<file path="src/rtl/mem_block_copy_pkg.sv">
// Shared memory-side definitions: copy engine state encoding and memory depth.
// Imported by the copy engine and by anything modelling the attached memory.
package mem_block_copy_pkg;

    typedef enum logic [1:0] {
        ST_IDLE  = 2'd0,
        ST_READ  = 2'd1,
        ST_WRITE = 2'd2,
        ST_DONE  = 2'd3
    } copy_state_t;

    localparam int MEM_DEPTH_DEFAULT = 85;

endpackage : mem_block_copy_pkg

</file>
<file path="src/rtl/mem_block_copy_if.sv">
// Single-port word memory bus: address, write strobe/data, combinational read data.
// The copy engine is the master; the memory model is the slave.
interface mem_block_copy_if #(
    parameter int ADDR_W = 32,
    parameter int DATA_W = 32
);

    logic [ADDR_W-1:0] mem_address;
    logic [DATA_W-1:0] mem_write_data;
    logic              mem_write_enable;
    logic [DATA_W-1:0] mem_read_data;

    modport master (
        output mem_address,
        output mem_write_data,
        output mem_write_enable,
        input  mem_read_data
    );

    modport slave (
        input  mem_address,
        input  mem_write_data,
        input  mem_write_enable,
        output mem_read_data
    );

endinterface : mem_block_copy_if

</file>
<file path="src/rtl/mem_block_copy.sv">
// Word-by-word memory block copy (memmove semantics): one read cycle then one
// write cycle per word, with range rejection and overlap-safe direction choice.
module mem_block_copy
    import mem_block_copy_pkg::*;
#(
    parameter int ADDR_W    = 32,
    parameter int DATA_W    = 32,
    parameter int MEM_DEPTH = MEM_DEPTH_DEFAULT
) (
    input  logic              clk,
    input  logic              reset,
    input  logic              start,
    input  logic [ADDR_W-1:0] src_addr,
    input  logic [ADDR_W-1:0] dst_addr,
    input  logic [ADDR_W-1:0] length,
    output logic              busy,
    output logic              done,
    output logic              error,
    mem_block_copy_if.master  mem
);

    localparam logic [ADDR_W:0] DEPTH_EXT = (ADDR_W + 1)'(MEM_DEPTH);

    copy_state_t       state_reg;
    logic [ADDR_W-1:0] src_ptr_reg;
    logic [ADDR_W-1:0] dst_ptr_reg;
    logic [ADDR_W-1:0] count_reg;
    logic [DATA_W-1:0] data_reg;
    logic              desc_reg;
    logic              busy_reg;
    logic              done_reg;
    logic              error_reg;
    logic [ADDR_W-1:0] mem_address_reg;
    logic              mem_we_reg;

    // One extra bit on the end addresses so a request running past the top
    // of the address space cannot wrap around and slip through the check.
    logic [ADDR_W:0]   src_end;
    logic [ADDR_W:0]   dst_end;
    logic              range_bad;
    logic              go_desc;
    logic [ADDR_W-1:0] src_first;
    logic [ADDR_W-1:0] dst_first;
    logic [ADDR_W-1:0] src_next;
    logic [ADDR_W-1:0] dst_next;

    assign src_end   = {1'b0, src_addr} + {1'b0, length};
    assign dst_end   = {1'b0, dst_addr} + {1'b0, length};
    assign range_bad = (src_end > DEPTH_EXT) || (dst_end > DEPTH_EXT);
    // Destination starts inside the source block: copy top-down so no source
    // word is overwritten before it has been read.
    assign go_desc   = (src_addr < dst_addr) && ({1'b0, dst_addr} < src_end);
    assign src_first = go_desc ? (src_end[ADDR_W-1:0] - ADDR_W'(1)) : src_addr;
    assign dst_first = go_desc ? (dst_end[ADDR_W-1:0] - ADDR_W'(1)) : dst_addr;
    assign src_next  = desc_reg ? (src_ptr_reg - ADDR_W'(1)) : (src_ptr_reg + ADDR_W'(1));
    assign dst_next  = desc_reg ? (dst_ptr_reg - ADDR_W'(1)) : (dst_ptr_reg + ADDR_W'(1));

    always_ff @(posedge clk) begin
        if (reset) begin
            state_reg       <= ST_IDLE;
            src_ptr_reg     <= '0;
            dst_ptr_reg     <= '0;
            count_reg       <= '0;
            data_reg        <= '0;
            desc_reg        <= 1'b0;
            busy_reg        <= 1'b0;
            done_reg        <= 1'b0;
            error_reg       <= 1'b0;
            mem_address_reg <= '0;
            mem_we_reg      <= 1'b0;
        end else begin
            done_reg        <= 1'b0;
            error_reg       <= 1'b0;
            mem_we_reg      <= 1'b0;
            mem_address_reg <= '0;
            case (state_reg)
                ST_IDLE: begin
                    busy_reg <= 1'b0;
                    if (start) begin
                        busy_reg <= 1'b1;
                        if (range_bad || (length == '0)) begin
                            state_reg <= ST_DONE;
                            done_reg  <= 1'b1;
                            error_reg <= range_bad;
                        end else begin
                            state_reg       <= ST_READ;
                            src_ptr_reg     <= src_first;
                            dst_ptr_reg     <= dst_first;
                            count_reg       <= length;
                            desc_reg        <= go_desc;
                            mem_address_reg <= src_first;
                        end
                    end
                end
                ST_READ: begin
                    data_reg        <= mem.mem_read_data;
                    mem_address_reg <= dst_ptr_reg;
                    mem_we_reg      <= 1'b1;
                    state_reg       <= ST_WRITE;
                end
                ST_WRITE: begin
                    src_ptr_reg <= src_next;
                    dst_ptr_reg <= dst_next;
                    count_reg   <= count_reg - ADDR_W'(1);
                    if (count_reg == ADDR_W'(1)) begin
                        state_reg <= ST_DONE;
                        done_reg  <= 1'b1;
                    end else begin
                        state_reg       <= ST_READ;
                        mem_address_reg <= src_next;
                    end
                end
                ST_DONE: begin
                    state_reg <= ST_IDLE;
                    busy_reg  <= 1'b0;
                end
                default: begin
                    state_reg <= ST_IDLE;
                    busy_reg  <= 1'b0;
                end
            endcase
        end
    end

    assign busy                 = busy_reg;
    assign done                 = done_reg;
    assign error                = error_reg;
    assign mem.mem_address      = mem_address_reg;
    assign mem.mem_write_enable = mem_we_reg;
    assign mem.mem_write_data   = mem_we_reg ? data_reg : '0;

endmodule : mem_block_copy
</file>
<file path="src/flat_wrapper.sv">
// flat-port wrapper written by rule: the top's interface ports become plain ports
module mem_block_copy_flat import mem_block_copy_pkg::*;
#(
    parameter int ADDR_W    = 32,
    parameter int DATA_W    = 32,
    parameter int MEM_DEPTH = MEM_DEPTH_DEFAULT
)
  (clk, reset, start, src_addr, dst_addr, length, busy, done, error, mem_mem_address, mem_mem_write_data, mem_mem_write_enable, mem_mem_read_data);
  mem_block_copy_if #(.ADDR_W(ADDR_W), .DATA_W(DATA_W)) mem_i ();
  input  logic clk;
  input  logic reset;
  input  logic start;
  input  logic [ADDR_W-1:0] src_addr;
  input  logic [ADDR_W-1:0] dst_addr;
  input  logic [ADDR_W-1:0] length;
  output logic busy;
  output logic done;
  output logic error;
  output wire logic [$bits(mem_i.mem_address)-1:0] mem_mem_address;
  output wire logic [$bits(mem_i.mem_write_data)-1:0] mem_mem_write_data;
  output wire logic [$bits(mem_i.mem_write_enable)-1:0] mem_mem_write_enable;
  input wire logic [$bits(mem_i.mem_read_data)-1:0] mem_mem_read_data;
  assign mem_mem_address = mem_i.mem_address;
  assign mem_mem_write_data = mem_i.mem_write_data;
  assign mem_mem_write_enable = mem_i.mem_write_enable;
  assign mem_i.mem_read_data = mem_mem_read_data;
  mem_block_copy #(.ADDR_W(ADDR_W), .DATA_W(DATA_W), .MEM_DEPTH(MEM_DEPTH)) u_core (.clk(clk), .reset(reset), .start(start), .src_addr(src_addr), .dst_addr(dst_addr), .length(length), .busy(busy), .done(done), .error(error), .mem(mem_i));
endmodule
</file>
<file path="config.mk">
export PLATFORM = sky130hd
export DESIGN_NAME = mem_block_copy_flat
export DESIGN_NICKNAME = d
export VERILOG_FILES = /design/src/rtl/mem_block_copy_pkg.sv /design/src/rtl/mem_block_copy_if.sv /design/src/rtl/mem_block_copy.sv /design/src/flat_wrapper.sv
export SDC_FILE = /design/constraint.sdc
export NUM_CORES = 1
export LEC_CHECK = 0
export CAP_MARGIN = 20
export CORE_AREA = 5 5 205 167
export DETAILED_ROUTE_END_ITERATION = 6
export DIE_AREA = 0 0 210 172
export PLACE_DENSITY = 0.8
export SYNTH_ARGS = -nofsm -noshare
export SYNTH_HDL_FRONTEND = slang
export SYNTH_SLANG_ARGS = --single-unit
</file>
<file path="constraint.sdc">
create_clock -name clk -period 6.4 [get_ports clk]
set_input_delay 0.96 -clock clk [delete_from_list [all_inputs] [get_ports clk]]
set_output_delay 0.96 -clock clk [all_outputs]
set_load 0.005 [all_outputs]
</file>
== Word-level counts from Yosys, hierarchy flattened ==
Index checks and enable logic that the tools add are counted.

* Magnitude comparators: 4
* Multiplexer cells: 29
* Bitwise gates (word level): 3
* Eq/ne operators: 6
* Reductions and logical operators: 10
* $add $sub $neg: 9

{| class="wikitable"
|+ Operator list
! cell !! number
|-
| $mux 32 || 14
|-
| $pmux 32 s2 || 3
|-
| $sub 32x1->32 const B || 5
|-
| $pmux 32 s3 || 1
|-
| $add 32x32->33 || 2
|-
| $gt 33x7->1 const B || 2
|-
| $add 32x1->32 const B || 2
|-
| $lt 32x33->1 || 1
|-
| $eq 32x1->1 const B || 1
|-
| $logic_not 32->1 || 1
|-
| $lt 32x32->1 || 1
|-
| $pmux 2 s4 || 1
|-
| $mux 2 || 3
|-
| $reduce_and 3->1 || 2
|-
| $mux 1 || 5
|-
| $eq 2x2->1 const B || 2
|-
| $ne 2x2->1 const B || 2
|-
| $pmux 1 s2 || 2
|-
| $reduce_bool 2->1 || 2
|-
| $reduce_or 4->1 || 1
|-
| $not 1->1 || 3
|-
| $eq 2x1->1 const B || 1
|-
| $logic_not 2->1 || 1
|-
| $logic_or 1x1->1 || 2
|-
| $logic_and 1x1->1 || 1
|}

* Input port bits: 131
* Logic and storage cells: 72
* Output and inout bits: 68
* Register bits: 167

== Logic depth before layout (Yosys ltp) ==
* Depth in word-level cells: 7
* Gate-level depth with buffers: 25
* Mapped depth without buffers: 22

== Worst setup path before layout ==
OpenSTA, ideal clock, no wires.

* Path type: in2reg
* From: in src_addr[0]
* To: reg u_core.dst_ptr_reg[11]
* Path buffers: 2
* Setup time: 86 ps
* Data required time: 6314 ps
* Stages on the path: 23
* Setup slack: 820 ps
* Data arrival time: 5494 ps
* Cells stage by stage: ha_1 -> fa_1 -> a211oi_1 -> o211a_1 -> or3_1 -> a21oi_1 -> a211oi_2 -> xnor2_1 -> inv_1 -> ha_1 -> a21o_1 -> a21o_1 -> a221o_1 -> a221oi_1 -> o21ai_0 -> nor3_1 -> a22o_1 -> a31oi_2 -> buf_2 -> buf_1 -> a211oi_1 -> nor2_1 -> a211oi_1

* Longest elaborated chain between the ends: 7
* Elaborated cells on any way between the ends: 13
* Classes of those cells: 1 x add/sub; 3 x order compare; 1 x eq/ne; 4 x mux; 4 x reduce/logical

{| class="wikitable"
|+ Ends and longest elaborated chain
! item !! line !! RTL
|-
| start, declared || flat_wrapper.sv:13 || <nowiki>input logic [ADDR_W-1:0] src_addr;</nowiki>
|-
| $add 32x32->33 || mem_block_copy.sv:47 || <nowiki>assign src_end = {1'b0, src_addr} + {1'b0, length};</nowiki>
|-
| $lt 32x33->1 || mem_block_copy.sv:52 || <nowiki>assign go_desc = (src_addr < dst_addr) && ({1'b0, dst_addr} < src_end);</nowiki>
|-
| $logic_and 1x1->1 || mem_block_copy.sv:52 ||
|-
| $mux 32 || mem_block_copy.sv:54 || <nowiki>assign dst_first = go_desc ? (dst_end[ADDR_W-1:0] - ADDR_W'(1)) : dst_addr;</nowiki>
|-
| $mux 32 || mem_block_copy.sv:81 || <nowiki>if (range_bad || (length == '0)) begin</nowiki>
|-
| $mux 32 || mem_block_copy.sv:79 || <nowiki>if (start) begin</nowiki>
|-
| $pmux 32 s2 || mem_block_copy.sv:76 || <nowiki>case (state_reg)</nowiki>
|-
| end signal, assigned || mem_block_copy.sv:88 || <nowiki>dst_ptr_reg <= dst_first;</nowiki>
|-
| end signal, assigned || mem_block_copy.sv:103 || <nowiki>dst_ptr_reg <= dst_next;</nowiki>
|-
| end, declared || mem_block_copy.sv:26 || <nowiki>logic [ADDR_W-1:0] dst_ptr_reg;</nowiki>
|}

Several ways; a longest one is shown, not always the timed one. The select of a mux whose other input is x is not followed.
A chain may end at the register's enable or synchronous reset.

== Worst setup path after layout ==
* From: in src_addr[0]
* To: reg u_core.src_ptr_reg[6]

* Longest elaborated chain between the ends: 7
* Elaborated cells on any way between the ends: 14
* Classes of those cells: 2 x add/sub; 3 x order compare; 1 x eq/ne; 4 x mux; 4 x reduce/logical

{| class="wikitable"
|+ Ends and longest elaborated chain
! item !! line !! RTL
|-
| $add 32x32->33 || mem_block_copy.sv:47 ||
|-
| $lt 32x33->1 || mem_block_copy.sv:52 ||
|-
| $logic_and 1x1->1 || mem_block_copy.sv:52 ||
|-
| $mux 32 || mem_block_copy.sv:53 || <nowiki>assign src_first = go_desc ? (src_end[ADDR_W-1:0] - ADDR_W'(1)) : src_addr;</nowiki>
|-
| $mux 32 || mem_block_copy.sv:81 ||
|-
| $mux 32 || mem_block_copy.sv:79 ||
|-
| $pmux 32 s2 || mem_block_copy.sv:76 ||
|-
| end signal, assigned || mem_block_copy.sv:87 || <nowiki>src_ptr_reg <= src_first;</nowiki>
|-
| end signal, assigned || mem_block_copy.sv:102 || <nowiki>src_ptr_reg <= src_next;</nowiki>
|-
| end, declared || mem_block_copy.sv:25 || <nowiki>logic [ADDR_W-1:0] src_ptr_reg;</nowiki>
|}

Several ways; a longest one is shown, not always the timed one. The select of a mux whose other input is x is not followed.

==> summary.md <==
| Metric | Value |
|---|---|
| Max Fclk | `0.163 GHz` |
| DP Wirelength | `54900 µm` |
| Cell count of the worst hold path | `2` |
| Sequential area share after synthesis | `17.9%` |
| Setup violators final | `0` |
| Htree depth | `4` |
| Slew Viols, Final | `0` |
| Synth Flop Type | `dfxtp_1` |
| Ys Warns | `0` |
| Post-Syn Nets | `approximately 2800` |
| Max-cap violations | `0` |
| Ant diodes | `0` |
| NetSw | `2.07 mW` |
| TritonRoute pass-1 iters | `7` |
| Final worst slack | `0.259 ns` |
| Sink Count | `167` |
| Share of power burned in registers | `between 20% and 30%` |
| Peak VDD IR | `0.220 mV` |
| Worst R2R End | `u_core.dst_ptr_reg[31]$_SDFFE_PP0P_` |
| Synthesized cell area | `0.0186 mm²` |
| Crit share post-route | `96.0%` |
| Cts hold-fix bufs | `0` |
| Setup crit start kind | `input port` |
| Clk_lat worst skew | `0.44 ns` |
| Min Hold Slack | `0.464 ns` |
| Worst-case clock skew | `0.00710 ns` |
| Post-route ant nets | `0` |
| CTS tree | `built` |
| GP Congestion | `1.02` |
| Cell taking the most area after synthesis | `dfxtp_1` |
| Comb pwr share | `52.3%` |
| Row Count | `59` |
| RSZ-0062 raised after global routing | `no` |
| Die ar. | `0.0361 mm²` |
| Synth Area per Inst | `7.50 µm²` |
| Largest net degree at the start of global routing | `91` |
| Arr. time, crit path | `between 6 and 7 ns` |
| Library cells used by synthesis | `102` |
| Top cell type's share of synthesized area | `between 10% and 20%` |
| Ys async rst share | `0%` |
| Initial antenna violation count | `0` |
| Die Span Y | `172 µm` |
| Slew HR | `25.7%` |
| CTS root buf | `clkbuf_16` |
| Fraction of final layout cells with drive strength greater than 1 | `9.91%` |
| Worst slack at placement | `-0.113 ns` |
| Core area | `0.0320 mm²` |
| Lkg Pwr | `around 9.4 nW` |
| Routed vias | `20900` |
| Slew of the pin with the lowest slew margin | `between 1 and 1.5 ns` |
| Crit-path max FO | `30` |
| Final hold vios | `0` |
| WS Path Type | `in2reg` |
| Area added between synthesis and finish | `20.9%` |
| Nets | `3062` |
| CP required | `6.66 ns` |
| Yosys reg bits | `~170` |
| Hold EP | `u_core.src_ptr_reg[17]$_SDFFE_PP0P_` |
| Clock slew at reported path FFs | `around 0.070 ns` |
| Number of flops mapped to enable cells by yosys | `0` |
| I/O Pins | `199` |
| Vias in the first global route | `19700` |
| Total grt overflow | `0` |
| Initial DRC count | `2293` |
| CTS max path bufs | `2` |
| Initial Util | `about three fifths` |
| Hold path start | `u_core.src_ptr_reg[17]$_SDFFE_PP0P_` |
| Post-layout min period | `6.14 ns` |
| Reg2reg start | `u_core.desc_reg$_SDFFE_PP0P_` |
| Die Wd | `210 µm` |
| Routed wire length | `69700 µm` |
| Tightest Hold Check Type | `reg2reg` |
| Vias per inst | `between 6 and 7` |
| Clock Power Share | `22.6%` |
| Port bufs | `198` |
| Cells on worst reg2reg path | `14` |
| Internal | `2.84 mW` |
| Syn Inst Count | `2485` |
| Drc violations | `0` |
| Global-route wire length before repair | `107000 µm` |
| CTS buffer count | `17` |
| Switching fraction of total power | `between 40% and 50%` |
| Tot GR Track Use | `36.7%` |
| Status | `completed` |
| Setup crit end kind | `flop` |
| Pwr Density | `218 mW/mm²` |
| DR WL/cell | `22.0 µm` |
| R2R setup slack | `1.86 ns` |
| Largest cells by area after synthesis | `dfxtp_1 (18%), ha_1 (13%), a21oi_1 (6.1%), nor2_1 (4.9%), xnor2_1 (4.5%)` |
-- power by group through the flow --
| stage | clock, mW | sequential (mW) | combinational (mW) |
|---|---|---|---|
| CTS | 1.11 | 1.22 | 2.50 |
| global route | 1.16 | 1.24 | 2.76 |
| detailed placement | 0 | 1.25 | 2.47 |
| floorplan | 0 | 1.22 | 1.62 |
| global placement | 0 | 1.24 | 2.42 |
| finish | 1.11 | 1.23 | 2.57 |
-- cell usage after synthesis, types with 9 or more instances --
| cell | count |
|---|---|
| clkbuf_1 | 84 |
| nand2b_1 | 39 |
| nor3_1 | 95 |
| nand2_1 | 198 |
| nand3_1 | 53 |
| nor2b_1 | 24 |
| buf_1 | 9 |
| o211a_1 | 11 |
| a211oi_1 | 82 |
| a21oi_1 | 227 |
| o31ai_1 | 9 |
| and3_1 | 22 |
| buf_2 | 20 |
| o21bai_1 | 17 |
| a211o_1 | 10 |
| a21o_1 | 72 |
| or2_2 | 17 |
| xnor2_1 | 96 |
| nand4_1 | 31 |
| o21ai_1 | 10 |
| o21a_1 | 18 |
| and2_1 | 55 |
| ha_1 | 195 |
| dfxtp_1 | 167 |
| nor2_1 | 242 |
| xor2_1 | 44 |
| a22oi_1 | 33 |
| inv_1 | 88 |
| o21ai_0 | 130 |
| or3_1 | 21 |
| o211ai_1 | 35 |
| a31oi_1 | 19 |
| mux2i_1 | 68 |
| o2111ai_1 | 9 |
| nor4_1 | 28 |
| o32ai_1 | 12 |
-- worst max-delay path: stages --
cell,delay (ns)
clkdlybuf4s50_1,0.42
ha_1,0.26
fa_1,0.45
a211oi_2,0.33
o211a_1,0.23
or3_1,0.20
a21boi_0,0.14
or2_2,0.34
ha_1,0.29
a21oi_1,0.12
o21ai_0,0.11
a221o_1,0.35
a21oi_1,0.15
o31ai_1,0.11
maj3_1,0.39
o21ai_0,0.32
a31oi_4,0.17
buf_12,0.21
mux2i_1,0.27
nor2_1,0.09
a211oi_1,0.34
nor3_1,0.12
-- area by class of cell --
class / instances / area (µm²)
Timing Repair Buffer: 354 / 3260
Tap cell: 427 / 534
Multi-Input combinational cell: 2103 / 14400
Sequential cell: 167 / 3340
Inverter: 89 / 334
Fill cell: 2662 / 9520
Clock buffer: 20 / 437
Clock inverter: 12 / 176
-- metal layers --
| layer | wire length, µm | share of wire [%] | up-vias | global-route usage (%) |
|---|---|---|---|---|
| met4 | 3640 | 5.2 | 0 | 17.7 |
| met1 | 30000 | 43 | 9842 | 48.8 |
| met3 | 5680 | 8.2 | 235 | 5.75 |
| met2 | 30400 | 44 | 1107 | 58.9 |
| met5 | 0 | 0 | - | 0 |
| li1 | - | - | 9739 | - |
-- cells in the final DEF, fill, tap and decap left out, types with 88 or more instances in the layout --
master	netlist	routed
nor3_1	95	94
inv_1	88	88
ha_1	195	193
a21oi_1	227	227
clkdlybuf4s50_1	0	197
dfxtp_1	167	166
nor2_1	242	241
o21ai_0	130	130
xnor2_1	96	96
nand2_1	198	198
buf_4	7	147
-- through the flow --
stage / instances / instance area (µm²) / util, % / setup TNS (ns) / power, mW
after global placement: 3139 / 21900 / 68.3 / -0.396 / 3.66
after global routing: 3172 / 22500 / 70.3 / 0 / 5.15
after floorplan: 2485 / 18600 / - / 0 / 2.84
final: 3172 / 22500 / 70.3 / 0 / 4.91
after CTS: 3171 / 22500 / 70.2 / 0 / 4.83
after detailed placement: 3139 / 21900 / 68.3 / -1.98 / 3.72
-- kinds of logic after synthesis --
group	Yosys count	synth area share (%)
compound gates	805	29.4
xor+xnor	140	6.58
mux	76	4.14
flops	167	17.9
simple gates	882	23.5
fa+ha+maj	200	13.6
buf+inv	215	4.81
-- worst max-delay path by stage --
stage / startpoint / to / depth (start not counted)
2_1_floorplan: src_addr[0] / u_core.dst_ptr_reg[11]$_SDFFE_PP0P_ / 23
3_3_place_gp: src_addr[0] / u_core.src_ptr_reg[12]$_SDFFE_PP0P_ / 22
3_5_place_dp: src_addr[0] / u_core.src_ptr_reg[0]$_SDFFE_PP0P_ / 24
4_1_cts: src_addr[0] / u_core.src_ptr_reg[6]$_SDFFE_PP0P_ / 24
5_1_grt: src_addr[0] / u_core.src_ptr_reg[10]$_SDFFE_PP0P_ / 23
6_report: src_addr[0] / u_core.src_ptr_reg[6]$_SDFFE_PP0P_ / 22
-- repair_timing --
action / CTS / global route
endpoints found under the setup margin: 0 / 46
endpoints found under the hold margin: 0 / 0
setup buffers: 0 / 0
gates resized for setup: 0 / 3
(Power assumes the default switching activity.)
